### config.mk
export PLATFORM = sky130hd
export DESIGN_NAME = iob_ibex_clint
export DESIGN_NICKNAME = d
export VERILOG_FILES = /design/src/rtl/iob_ibex_clint.sv
export SDC_FILE = /design/constraint.sdc
export NUM_CORES = 1
export LEC_CHECK = 0
export BUFFER_PORTS_ARGS = -buffer_cell sky130_fd_sc_hd__clkbuf_2
export CAP_MARGIN = 20
export CORE_ASPECT_RATIO = 0.7
export CORE_MARGIN = 10
export CORE_UTILIZATION = 50
export DETAILED_ROUTE_END_ITERATION = 12
export GPL_ROUTABILITY_DRIVEN = 1
export HOLD_SLACK_MARGIN = 0.02
export PLACE_DENSITY_LB_ADDON = 0.15
export SETUP_SLACK_MARGIN = 0.02
export SYNTH_ARGS = -nofsm -noshare
export SYNTH_HDL_FRONTEND = slang
export SYNTH_SLANG_ARGS = --single-unit
export TNS_END_PERCENT = 100
### constraint.sdc
create_clock -name clk_i -period 4.15 [get_ports clk_i]
set_input_delay 1.0375 -clock clk_i [delete_from_list [all_inputs] [get_ports clk_i]]
set_output_delay 1.0375 -clock clk_i [all_outputs]
set_load 0.05 [all_outputs]
### src/rtl/iob_ibex_clint.sv
// iob_ibex_clint: RISC-V CLINT (msip, mtime, mtimecmp) on an IOb native bus for an Ibex core
// Ports: clk_i/arst_ni (async active-low)/cke_i clock enable; clint_iob_* IOb slave
// (valid/addr/wdata/wstrb in, ready/rvalid/rdata out); irq_software_o, irq_timer_o to the core.
// Build option: define IOB_IBEX_CLINT_PRESCALER_EN to tick mtime once every TICK_DIV cycles;
// otherwise mtime ticks on every enabled cycle and TICK_DIV is unused.
module iob_ibex_clint #(
  parameter int unsigned TICK_DIV = 16
) (
  input  logic        clk_i,
  input  logic        arst_ni,
  input  logic        cke_i,
  input  logic        clint_iob_valid_i,
  input  logic [13:0] clint_iob_addr_i,
  input  logic [31:0] clint_iob_wdata_i,
  input  logic [3:0]  clint_iob_wstrb_i,
  output logic        clint_iob_rvalid_o,
  output logic [31:0] clint_iob_rdata_o,
  output logic        clint_iob_ready_o,
  output logic        irq_software_o,
  output logic        irq_timer_o
);
  logic [63:0] mtime_q, mtime_d, mtimecmp_q, mtimecmp_d;
  logic        msip_q, msip_d, irq_timer_q, rvalid_q, rvalid_d;
  logic [31:0] rdata_q, rdata_d, rval;
  logic [11:0] wa;
  logic        acc, wr, rd, tick, wr_time;
  logic        s_msip, s_cmp_lo, s_cmp_hi, s_time_lo, s_time_hi;
  logic        unused_addr;

  function automatic logic [31:0] merge(input logic [31:0] old, input logic [31:0] nw, input logic [3:0] strb);
    for (int i = 0; i < 4; i++) merge[i*8 +: 8] = strb[i] ? nw[i*8 +: 8] : old[i*8 +: 8];
  endfunction

  assign unused_addr       = ^clint_iob_addr_i[1:0];
  assign clint_iob_ready_o = cke_i;
  assign acc       = clint_iob_valid_i & cke_i;
  assign wr        = acc & |clint_iob_wstrb_i;
  assign rd        = acc & ~|clint_iob_wstrb_i;
  assign wa        = clint_iob_addr_i[13:2];
  assign s_msip    = wa == 12'h000;
  assign s_cmp_lo  = wa == 12'h800;
  assign s_cmp_hi  = wa == 12'h801;
  assign s_time_lo = wa == 12'hFFE;
  assign s_time_hi = wa == 12'hFFF;
  assign wr_time   = wr & (s_time_lo | s_time_hi);

`ifdef IOB_IBEX_CLINT_PRESCALER_EN
  logic [15:0] ps_q, ps_d;
  assign tick = ps_q == 16'(TICK_DIV - 1);
  // A bus write to mtime restarts the tick period from zero.
  assign ps_d = (wr_time | tick) ? 16'd0 : ps_q + 16'd1;
  always_ff @(posedge clk_i or negedge arst_ni)
    if (!arst_ni) ps_q <= '0;
    else if (cke_i) ps_q <= ps_d;
`else
  localparam int unsigned unused_tick_div = TICK_DIV;
  assign tick = 1'b1;
`endif

  always_comb begin
    // A bus write to either half of mtime wins over a same-cycle tick.
    mtime_d    = (wr & s_time_lo) ? {mtime_q[63:32], merge(mtime_q[31:0], clint_iob_wdata_i, clint_iob_wstrb_i)} :
                 (wr & s_time_hi) ? {merge(mtime_q[63:32], clint_iob_wdata_i, clint_iob_wstrb_i), mtime_q[31:0]} :
                 tick ? mtime_q + 64'd1 : mtime_q;
    mtimecmp_d = (wr & s_cmp_lo) ? {mtimecmp_q[63:32], merge(mtimecmp_q[31:0], clint_iob_wdata_i, clint_iob_wstrb_i)} :
                 (wr & s_cmp_hi) ? {merge(mtimecmp_q[63:32], clint_iob_wdata_i, clint_iob_wstrb_i), mtimecmp_q[31:0]} :
                 mtimecmp_q;
    msip_d     = (wr & s_msip & clint_iob_wstrb_i[0]) ? clint_iob_wdata_i[0] : msip_q;
    rval       = s_msip ? {31'd0, msip_q} : s_cmp_lo ? mtimecmp_q[31:0] : s_cmp_hi ? mtimecmp_q[63:32] :
                 s_time_lo ? mtime_q[31:0] : s_time_hi ? mtime_q[63:32] : 32'd0;
    rvalid_d   = rd;
    rdata_d    = rd ? rval : rdata_q;
  end

  always_ff @(posedge clk_i or negedge arst_ni)
    if (!arst_ni) begin
      mtime_q     <= '0;
      mtimecmp_q  <= '1;
      msip_q      <= 1'b0;
      irq_timer_q <= 1'b0;
      rvalid_q    <= 1'b0;
      rdata_q     <= '0;
    end else if (cke_i) begin
      mtime_q     <= mtime_d;
      mtimecmp_q  <= mtimecmp_d;
      msip_q      <= msip_d;
      irq_timer_q <= mtime_q >= mtimecmp_q;
      rvalid_q    <= rvalid_d;
      rdata_q     <= rdata_d;
    end

  assign clint_iob_rvalid_o = rvalid_q;
  assign clint_iob_rdata_o  = rdata_q;
  assign irq_software_o     = msip_q;
  assign irq_timer_o        = irq_timer_q;
endmodule

### Word level (Yosys, flattened, before mapping)

Cells that the tools add are included.
W data, S select, Z words.

| storage, ports and cells | value |
|---|---|
| logic and storage cells | 79 |
| output and inout port bits | 36 |
| flip-flop bits (word level) | 163 |
| bits of input ports | 54 |

| cells by class | value |
|---|---|
| bitwise gates (word level) | 11 |
| order comparisons | 1 |
| add/sub/neg operators | 1 |
| multiplexer cells | 12 |
| reductions and logical operators | 21 |
| equal/unequal tests | 13 |

Operators by type and width:

| cell | number |
|---|---|
| $mux W32 | 7 |
| $add A64 B1 Y64 const B | 1 |
| $ge A64 B64 Y1 | 1 |
| $mux W64 | 1 |
| $eq A12 B12 Y1 const B | 4 |
| $reduce_and A3 Y1 | 12 |
| $mux W8 | 4 |
| $ne A2 B2 Y1 const B | 9 |
| $reduce_and A4 Y1 | 4 |
| $logic_not A12 Y1 | 1 |
| $and A1 B1 Y1 | 9 |
| $reduce_and A2 Y1 | 2 |
| $reduce_or A4 Y1 | 1 |
| $not A1 Y1 | 2 |
| $logic_not A1 Y1 | 1 |

### Longest topological paths before layout

Gate-level depths: netlist (run 1).

| logic depth | value |
|---|---|
| word-level depth | 6 |
| depth in mapped cells | 8 |
| depth with buffers taken out | 8 |

### Worst setup path before layout (run 1)

Ideal clock, no wire load.

| timing | value |
|---|---|
| path kind | input port to flip-flop |
| start point | input port clint_iob_addr_i[12] |
| end point | register mtime_q[53] |
| required time | 4.029 ns |
| path buffers | 1 |
| cell stages on the path | 7 |
| setup time | 0.121 ns |
| setup slack | 1.470 ns |
| data arrival time | 2.559 ns |
| cell sequence | nand4_1 -> nor3_2 -> nand2_1 -> o21ai_1 -> clkbuf_1 -> a21oi_1 -> o22a_1 |

| between the ends | value |
|---|---|
| cells in the longest elaborated chain, start to end | 4 |
| elaborated cells on any way between the ends | 8 |
| those cells by class | eq/ne: 3; mux: 1; bitwise: 3; reduce/logical: 1 |

RTL lines:

| item | line | text |
|---|---|---|
| from (decl) | 13 | `input logic [13:0] clint_iob_addr_i,` |
| $eq A12 B12 Y1, on equally long branches | 44, 43 |  |
| $and A1 B1 Y1, on equally long branches | 63, 62 |  |
| $ne A2 B2 Y1 (no source line) / $not A1 Y1 (equally long branches) | - |  |
| $reduce_and A3 Y1 (no source line) | - |  |
| to (signal assigned) | 84 | `mtime_q <= mtime_d;` |
| to (decl) | 22 | `logic [63:0] mtime_q, mtime_d, mtimecmp_q, mtimecmp_d;` |

Several ways; a longest one is shown, not always the timed one. The select of a mux whose other input is x is not followed.
A chain may end at the register's enable or synchronous reset.

### Worst setup path after layout (run 1)

| timing | value |
|---|---|
| start point | input port cke_i |
| end point | output port clint_iob_ready_o |

RTL lines:

| item | line | text |
|---|---|---|
| from (decl) | 11 | `input logic cke_i,` |
| to (decl) | 18 | `output logic clint_iob_ready_o,` |

No word-level cell between the ends.

==> results of run 1 <==
## critical path: cells and delay by family
family | cells | cell delay [ps]
buffers and inverters | 3 | 850
## power by group through the flow
stage	Sequential [mW]	Clock (mW)	Combinational, mW
6_report	1.76	1.61	0.464
2_1_floorplan	1.75	0	0.283
3_3_place_gp	1.78	0	0.446
5_1_grt	1.77	1.70	0.528
4_1_cts	1.76	1.64	0.459
3_5_place_dp	1.79	0	0.456
## worst paths after layout
kind / startpoint / to / slack, ps / depth (start not counted)
min in group asynchronous: arst_ni / clint_iob_rdata_o[11] / 630 / 1
max in group asynchronous: arst_ni / mtimecmp_q[20] / 2690 / 2
setup reg to reg: mtime_q[1] / mtime_q[50] / 1400 / 7
hold / removal: clint_iob_rdata_o[20] / clint_iob_rdata_o[20] / 480 / 2
setup / recovery: cke_i / clint_iob_ready_o / 1220 / 3
hold reg to reg: clint_iob_rdata_o[20] / clint_iob_rdata_o[20] / 480 / 2
## synth_stat cells (3+ instances only)
library cell / instances / area, µm²
o21ai_1: 49 / 245
nor2_1: 49 / 184
a221oi_1: 3 / 26.3
a211oi_1: 3 / 22.5
a31oi_1: 26 / 163
mux2_2: 93 / 1050
inv_1: 74 / 278
and2_1: 15 / 93.8
buf_2: 4 / 20.0
a21oi_1: 92 / 460
dfstp_2: 64 / 1680
a222oi_1: 32 / 320
o21a_1: 11 / 82.6
a2bb2oi_1: 11 / 96.3
o22ai_1: 11 / 68.8
and3_1: 16 / 100
dfrtp_1: 99 / 2480
nand2b_1: 4 / 25.0
a41oi_1: 3 / 26.3
and4_1: 10 / 87.6
nand3_1: 39 / 195
a32oi_1: 4 / 35.0
nand4_1: 34 / 213
clkbuf_1: 45 / 169
buf_1: 8 / 30.0
o22a_1: 22 / 193
or3_1: 6 / 37.5
nor4_1: 9 / 56.3
nor2b_1: 4 / 25.0
o21ai_0: 45 / 225
nor3_1: 13 / 65.1
nand2_1: 95 / 357
a22oi_1: 3 / 22.5
a21o_1: 9 / 67.6
ha_1: 65 / 813
## flip-flops by register name (all words and copies together), names as in the netlist
signal,cells
mtimecmp_q,64
irq_software_o,1
clint_iob_rdata_o,32
irq_timer_o,1
mtime_q,64
clint_iob_rvalid_o,1
## cell families (layout without fill, tap and decap cells)
logic type	count (synthesis)	in the layout
muxes	93	93
other	0	1
adders and majority gates	65	65
DFF	163	163
buffers and inverters	134	221
AOI/OAI and AO/OA	345	345
and+or+nand+nor	316	316
## stage by stage
step | setup slack, ps | util [%] | instances | total power [mW] | hold slack, ps
after global placement | 813 | 54.5 | 1447 | 2.23 | 467
after detailed placement | 777 | 54.5 | 1447 | 2.24 | 474
after CTS | 1230 | 57.4 | 1479 | 3.85 | 490
after floorplan | 1470 | - | 1116 | 2.04 | 499
after global routing | 1050 | 57.4 | 1480 | 4.00 | 516
final | 1220 | 57.4 | 1480 | 3.84 | 483
## per-layer routing
layer	routed length (µm)	part of all wire (%)
met1	15400	47
met2	13200	41
met3	3180	9.8
met4	732	2.3
met5	0	0
## layout make-up
| cell class | instances | area share, % |
|---|---|---|
| clock inverter | 11 | 1.10 |
| multi-input combinational | 819 | 48.9 |
| inverter | 74 | 2.34 |
| timing repair buffer | 115 | 5.71 |
| clock buffer | 21 | 3.89 |
| tap | 276 | 2.91 |
| sequential | 163 | 35.1 |
| antenna | 1 | 0.0211 |
==> flow_summary.toml, run 1 <==
[floorplan]
core_um2 = 20600
die_w_um = 193
start_util_pct = 50.6
rows = 44
fp.dieH_um = 141
die_area_um2 = 27200
num_io_pins = 90

[placed_design]
hpwl_mm = 23.4
gp_congestion = 0.899
port_buffers = 87
placed_area_um2 = 11300

[critical_path]
critPathMaxFanout = 15
crit_required_ps = 3110
worstSetupStartpointType = "primary input"
cpPeakStageDelay_ps = 330
critPathKind = "primary input to output port"
cp-end-kind = "output port"
worstPathArrival_ps = 1890
crit_path_cell_trace = "clkbuf_2 -> buf_4 -> clkbuf_2"
crit_slowest_cell = "clkbuf_2"
crit_path_frequent_cell = "clkbuf_2"

[final_layout]
nFillCells = 1858
syn_to_final_growth_pct = 13.3
final_common_cell = "dfrtp_1"
layout.nets = 1309
final_layout_size_suffix_gt1_share_pct = 26.7
multi_input_area_um2 = 5800
post-route-cell-area_um2 = 11800
regArea_um2 = 4160
layout_common_cells = "99 x dfrtp_1, 94 x nand2_1, 93 x mux2_2"

[detailed_routing]
drt_first_pass_iters = 9
vias = 9487
drtIter0Drc = 1278
drt_wl_total_mm = 32.5
drt_drc_violations_left = 0
antenna_left = 0
wl_per_cell_um = 21.9
avgViaCountPerCell = 6.41

[synthesis]
ys_warn_count = 0
synthSimpleGateAreaFrac_pct = 16.0
ys.flop_type = "dfrtp_1"
synth-compound-area-share_pct = 21.4
synth_top_family_by_area = "compound AO/OA/AOI/OAI gates"
synth.avg_cell_area_um2 = 9.37
synth.distinct_cells = 69
mappedNetlistArea_um2 = 10500
synth-adder-area-share_pct = 7.78
synth_edf_count = 0
ys_ff_latch = 163
synthXorXnorAreaFrac_pct = 0
synthArstFlopShare_pct = 100
synth_seq_area_share_pct = 39.8
muxShareOfSynthArea_pct = 10.0
synth_cells = 1116
syn_nets = 1235

[clocking]
cts.sinks = 163
cts_buffers = 17
ctsHoldBuffers = 0
root_buffer = "clkbuf_16"
cts_tree = "built"
htree_levels = 4
clk_latency_ps = 450
cts.clk_slew.worst_paths_ps = 60
post_cts_buffers = 0
ctsResizeCount = 0
clk_path_buf_depth = 2

[global_routing]
grt.total_usage_pct = 24.1
use_met2_pct = 32.6
grt_max_degree = 76
overflow = 0
busiest_layer = "met1"
grt_first_pass_wirelength_mm = 51.9
grt_antenna_before_repair = 1
use_met3_pct = 5.45
grt_pass1_vias = 9041
met1_usage_pct = 36.9

[power]
seqPwrFrac_pct = 45.9
switching_share_pct = 28.1
clockPowerShare_pct = 42.0
p_sw_mw = 1.08
cellLeakagePower_nw = 4.82
power.density_nw_per_um2 = 324
ir_drop_uv = 260
p_comb_share_pct = 12.1
p_int_mw = 2.76

[flow_run]
max_cap_viol_count = 0

[min_path]
hold_path.class = "flip-flop to flip-flop"

[sta]
drv_slew = 0
rsz0062_at_grt = "no"
setup_viol = 0
finalCritPeriodShare_pct = 70.6
period_minus_slack_ps = 2930
fin_worst_skew_ps = 14.2
clock.fmax_mhz = 341
finalSetupTns_ps = 0
finalHoldViolations = 0
worst_pin_slew_ps = 907
max-slew-margin-rel_pct = 38.0

[status]
status = "finished clean"
No activity file was read; power rests on OpenSTA's default activity.
==> run 2: changes to the inputs <==
- ABC_AREA: unset -> 1
- clock period: 4.15 -> 2.6 ns (I/O delays scaled with it)
==> flow_summary.toml, run 2 <==
[final_layout]
multi_input_area_um2 = 6560
layout_common_cells = "563 x nand2_1, 255 x inv_1, 179 x nor2_1"
syn_to_final_growth_pct = 15.4
final_common_cell = "nand2_1"
n_antenna_cell = 0
post-route-cell-area_um2 = 13800
layout.nets = 2065
nFillCells = 2348
regArea_um2 = 4160
final_layout_size_suffix_gt1_share_pct = 15.2

[detailed_routing]
wl_per_cell_um = 20.2
drt_wl_total_mm = 46.0
drtIter0Drc = 1621
avgViaCountPerCell = 5.57
drt_first_pass_iters = 6
drt_drc_violations_left = 0
vias = 12680
antenna_left = 0

[floorplan]
die_w_um = 205
core_um2 = 23600
rows = 47
start_util_pct = 50.6
num_io_pins = 90
die_area_um2 = 30600
fp.dieH_um = 149

[global_routing]
overflow = 0
grt_pass1_vias = 11826
grt_max_degree = 55
grt.total_usage_pct = 30.3
grt_first_pass_wirelength_mm = 70.3
grt_antenna_before_repair = 0

[critical_path]
r2r-start = "mtime_q[35]"
critPathMaxFanout = 5
crit_path_cell_trace = "inv_1 -> nor3_1 -> nand2_1 -> nor2_1 -> nand3_1 -> nand2_1 -> nand3_1 -> nand2_1 -> nand2_1"
crit_path_frequent_cell = "nand2_1"
reg2reg_slack_ps = 240
timing.rr.end = "mtime_q[61]"
cpPeakStageDelay_ps = 520
critPathKind = "flip-flop to flip-flop"
cp-end-kind = "flip-flop"
ff2ff_path_depth = 9
worstSetupStartpointType = "flip-flop"
crit_required_ps = 2940
crit_slowest_cell = "nor2_1"
worstPathArrival_ps = 2700

[clocking]
ctsResizeCount = 0
cts.sinks = 163
cts.clk_slew.worst_paths_ps = 70
clk_latency_ps = 440
post_cts_buffers = 0
clk_path_buf_depth = 2
cts_buffers = 17
htree_levels = 4
root_buffer = "clkbuf_16"
ctsHoldBuffers = 0
cts_tree = "built"

[synthesis]
synth.distinct_cells = 42
synth_top_area_share_pct = 20.8
synth.avg_cell_area_um2 = 6.59
ys.flop_type = "dfrtp_1"
ys_ff_latch = 163
mappedNetlistArea_um2 = 11900
synth_cells = 1811
synth_seq_area_share_pct = 34.8
synthArstFlopShare_pct = 100
yosys.area.top_type = "dfrtp_1"
syn_nets = 1930
yosys-top-cells-area = "dfrtp_1 21%, nand2_1 18%, dfstp_2 14%, inv_1 8.0%, ha_1 6.8%"
yosysMostFrequentCell = "nand2_1"
ys_warn_count = 0
synth_edf_count = 0
ys_top_cells_by_count = "563 x nand2_1, 255 x inv_1, 179 x nor2_1, 150 x nand3_1, 101 x a21oi_1"

[power]
ir_drop_uv = 498
power.density_nw_per_um2 = 515
cellLeakagePower_nw = 6.79

[placed_design]
port_buffers = 87
hpwl_mm = 36.6
placed_area_um2 = 13200
gp_congestion = 1.02

[sta]
clock.fmax_mhz = 424
setup_viol = 0
finalHoldViolations = 0
worst_pin_slew_ps = 879
fin_worst_skew_ps = 12.5
drv_slew = 0
period_minus_slack_ps = 2360
rsz0062_at_grt = "no"
max-slew-margin-rel_pct = 41.4
finalSetupTns_ps = 0
finalCritPeriodShare_pct = 90.8

[status]
status = "finished clean"

[min_path]
hold_path.class = "primary input to asynchronous set/reset pin"

[flow_run]
max_cap_viol_count = 0
run 2: cell count changes after synthesis, sizes merged, moves of 22 or more:
| cell | change |
|---|---|
| a222oi | -32 |
| o22a | -22 |
| o211ai | +26 |
| nand3 | +114 |
| inv | +191 |
| nand2 | +474 |
| nor2 | +136 |
| mux2 | -93 |
| a31oi | -26 |
run 2: worst max-delay path, delay by kind of cell (launching register included):
family,cells,cell delay [ps]
buf+inv,1,120
flops,1,470
simple gates,8,1670
run 2: per-stage QoR:
stage / hold WS (ps) / utilization [%] / power (mW) / setup slack (ps) / instances
after CTS: 182 / 58.4 / 7.07 / 317 / 2277
after global routing: 191 / 58.4 / 7.43 / 49.3 / 2277
after floorplan: 354 / - / 3.88 / 641 / 1811
after detailed placement: 464 / 56.0 / 4.53 / 136 / 2245
after global placement: 460 / 56.0 / 4.48 / 209 / 2245
final: 160 / 58.4 / 7.09 / 240 / 2277
run 2: cells by family after synthesis:
logic type | count (synthesis) | share of synthesized area, %
buffers and inverters | 314 | 10.2
flip-flops | 163 | 34.8
XOR/XNOR | 11 | 0.807
AND/OR/NAND/NOR | 995 | 35.0
adder cells (fa/ha/maj) | 65 | 6.81
multiplexers | 2 | 0.168
AO/OA/AOI/OAI | 261 | 12.1
run 2: layout make-up:
| cell class | instances | area share (%) |
|---|---|---|
| multi-input combinational | 1334 | 47.6 |
| sequential | 163 | 30.2 |
| timing repair buffer | 165 | 7.91 |
| inverter | 265 | 7.22 |
| clock buffer | 19 | 3.22 |
| tap | 318 | 2.89 |
| clock inverter | 13 | 0.909 |
run 2: how the worst max path moves through the flow:
stage | slack, ps | endpoint | start | cells past startpoint
after global placement | 210 | mtime_q[19] | clint_iob_addr_i[12] | 10
after CTS | 320 | mtime_q[61] | mtime_q[35] | 9
final | 240 | mtime_q[61] | mtime_q[35] | 9
after global routing | 50 | mtime_q[37] | mtime_q[4] | 11
after floorplan | 640 | mtime_q[27] | clint_iob_addr_i[2] | 10
after detailed placement | 140 | mtime_q[19] | clint_iob_addr_i[12] | 10
run 2: per-layer routing:
layer / share of wire (%) / global-route usage (%) / routed length, µm
met5: 0 / 0 / 0
met4: 1.8 / 7.24 / 808
met3: 12 / 9.24 / 5330
met2: 41 / 43.0 / 18700
met1: 46 / 43.8 / 21200
run 2: where the power goes:
group	switching (mW)	internal, mW
Combinational	1.02	0.529
Sequential	0.283	2.71
Clock	1.19	1.36
Total	2.49	4.60
==> run 3: changes to the inputs <==
- CORE_UTILIZATION: 50 -> 40
- TNS_END_PERCENT: 100 -> unset
==> flow_summary.toml, run 3 (synthesized netlist as in run 2, its figures left out) <==
[status]
status = "finished clean"

[critical_path]
critPathMaxFanout = 4
worstPathArrival_ps = 2720
crit_family = "simple AND/OR/NAND/NOR gates"
critPathBufInv = 2
cp-end-kind = "flip-flop"
worstSetupStartpointType = "flip-flop"
critPathKind = "flip-flop to flip-flop"
cpPeakStageDelay_ps = 420
crit_path_frequent_cell = "nand2_1"
crit_path_cell_trace = "ha_1 -> nand2_1 -> nor2_2 -> nand2_1 -> buf_4 -> nor2_1 -> nand2_1 -> nor3_1 -> buf_4 -> nand2_1 -> nand2_1 -> nand3_1 -> nand2_1 -> nand2_1"
crit_slowest_cell = "dfrtp_1"
crit_required_ps = 2960

[floorplan]
rows = 52
start_util_pct = 41.0
num_io_pins = 90
die_area_um2 = 37300
fp.dieH_um = 165
core_um2 = 29100
die_w_um = 226

[sta]
max-slew-margin-rel_pct = 41.9
period_minus_slack_ps = 2360
rsz0062_at_grt = "no"
finalSetupTns_ps = 0
finalCritPeriodShare_pct = 90.8
clock.fmax_mhz = 424
drv_slew = 0
fin_worst_skew_ps = 15.6
finalWorstSetupSlack_ps = 240
finalHoldViolations = 0
holdWs_ps = 99.0
setup_viol = 0
worst_pin_slew_ps = 872

[placed_design]
hpwl_mm = 37.6
port_buffers = 87
gp_congestion = 1.01
place_ws_ps = 113

[power]
p_total_mw = 7.14
p_sw_mw = 2.48
seqPwrFrac_pct = 41.7
p_int_mw = 4.66
switching_share_pct = 34.7
cellLeakagePower_nw = 6.82
power.density_nw_per_um2 = 514
clockPowerShare_pct = 36.2
p_comb_share_pct = 22.1
ir_drop_uv = 409

[final_layout]
multi_input_area_um2 = 6560
layout_common_cells = "563 x nand2_1, 255 x inv_1, 179 x nor2_1"
syn_to_final_growth_pct = 16.4
postLayoutCoreUtil_pct = 47.7
n_antenna_cell = 0
final_layout_size_suffix_gt1_share_pct = 15.3
regArea_um2 = 4160
nFillCells = 3054
final_common_cell = "nand2_1"
layout.nets = 2068

[detailed_routing]
drtIter0Drc = 1224
vias = 12600
avgViaCountPerCell = 5.38
drt_drc_violations_left = 0
antenna_left = 0
drt_wl_total_mm = 47.3
wl_per_cell_um = 20.2
drt_first_pass_iters = 5

[min_path]
hold_path.class = "primary input to asynchronous set/reset pin"

[flow_run]
max_cap_viol_count = 0

[global_routing]
overflow = 0
grt_antenna_before_repair = 0
grt_pass1_vias = 12046
grt.total_usage_pct = 25.9
grt_first_pass_wirelength_mm = 72.3
grt_max_degree = 63

[clocking]
cts.sinks = 163
post_cts_buffers = 0
root_buffer = "clkbuf_16"
clk_latency_ps = 470
ctsHoldBuffers = 0
cts_tree = "built"
htree_levels = 4
ctsResizeCount = 0
cts.clk_slew.worst_paths_ps = 70
clk_path_buf_depth = 2
cts_buffers = 17
## run 3: cell count changes in the layout (fill, tap and decap cells not counted), sizes merged
cell,before,now
buf,79,82
clkbuf,105,107
clkinvlp,2,3
inv,269,266
## run 3: final cells by class
cell class              instances  area share, %
inverters                     265           7.16
clock buffers                  21           3.46
well taps                     378           3.40
repair buffers                168           8.09
flip-flops and latches        163           29.9
clock inverters                11          0.738
multi-input cells            1334           47.2
## run 3: worst paths after layout
kind                                            from        endpoint  slack [ps]  cells past startpoint
worst max-delay path                      mtime_q[1]     mtime_q[36]         240                     14
worst min-delay path                         arst_ni  irq_software_o         100                      1
worst max register to register            mtime_q[1]     mtime_q[36]         240                     14
worst min register to register        mtimecmp_q[22]  mtimecmp_q[22]         470                      2
max in group asynchronous                    arst_ni  mtimecmp_q[19]        1720                      2
min in group clk_i              clint_iob_wdata_i[3]   mtimecmp_q[3]         420                      3
## run 3: power by group through the flow
stage | logic (mW) | registers [mW] | clock network [mW]
detailed placement | 1.54 | 3.02 | 0
CTS | 1.55 | 2.97 | 2.63
global placement | 1.50 | 3.01 | 0
finish | 1.58 | 2.98 | 2.58
global route | 1.79 | 3.01 | 2.74
floorplan | 0.893 | 2.99 | 0
## run 3: stage by stage
| step | instance area, µm² | instances |
|---|---|---|
| 2_1_floorplan | 11900 | 1811 |
| 3_3_place_gp | 13300 | 2308 |
| 3_5_place_dp | 13300 | 2308 |
| 4_1_cts | 13900 | 2340 |
| 5_1_grt | 13900 | 2340 |
| 6_report | 13900 | 2340 |
## run 3: per-layer routing
| layer | vias up | GRT usage [%] | part of all wire, % |
|---|---|---|---|
| li1 | 6120 | - | - |
| met1 | 5952 | 37.3 | 49 |
| met2 | 480 | 36.0 | 39 |
| met3 | 48 | 8.20 | 10 |
| met4 | 0 | 7.11 | 1.8 |
| met5 | - | 0 | 0 |
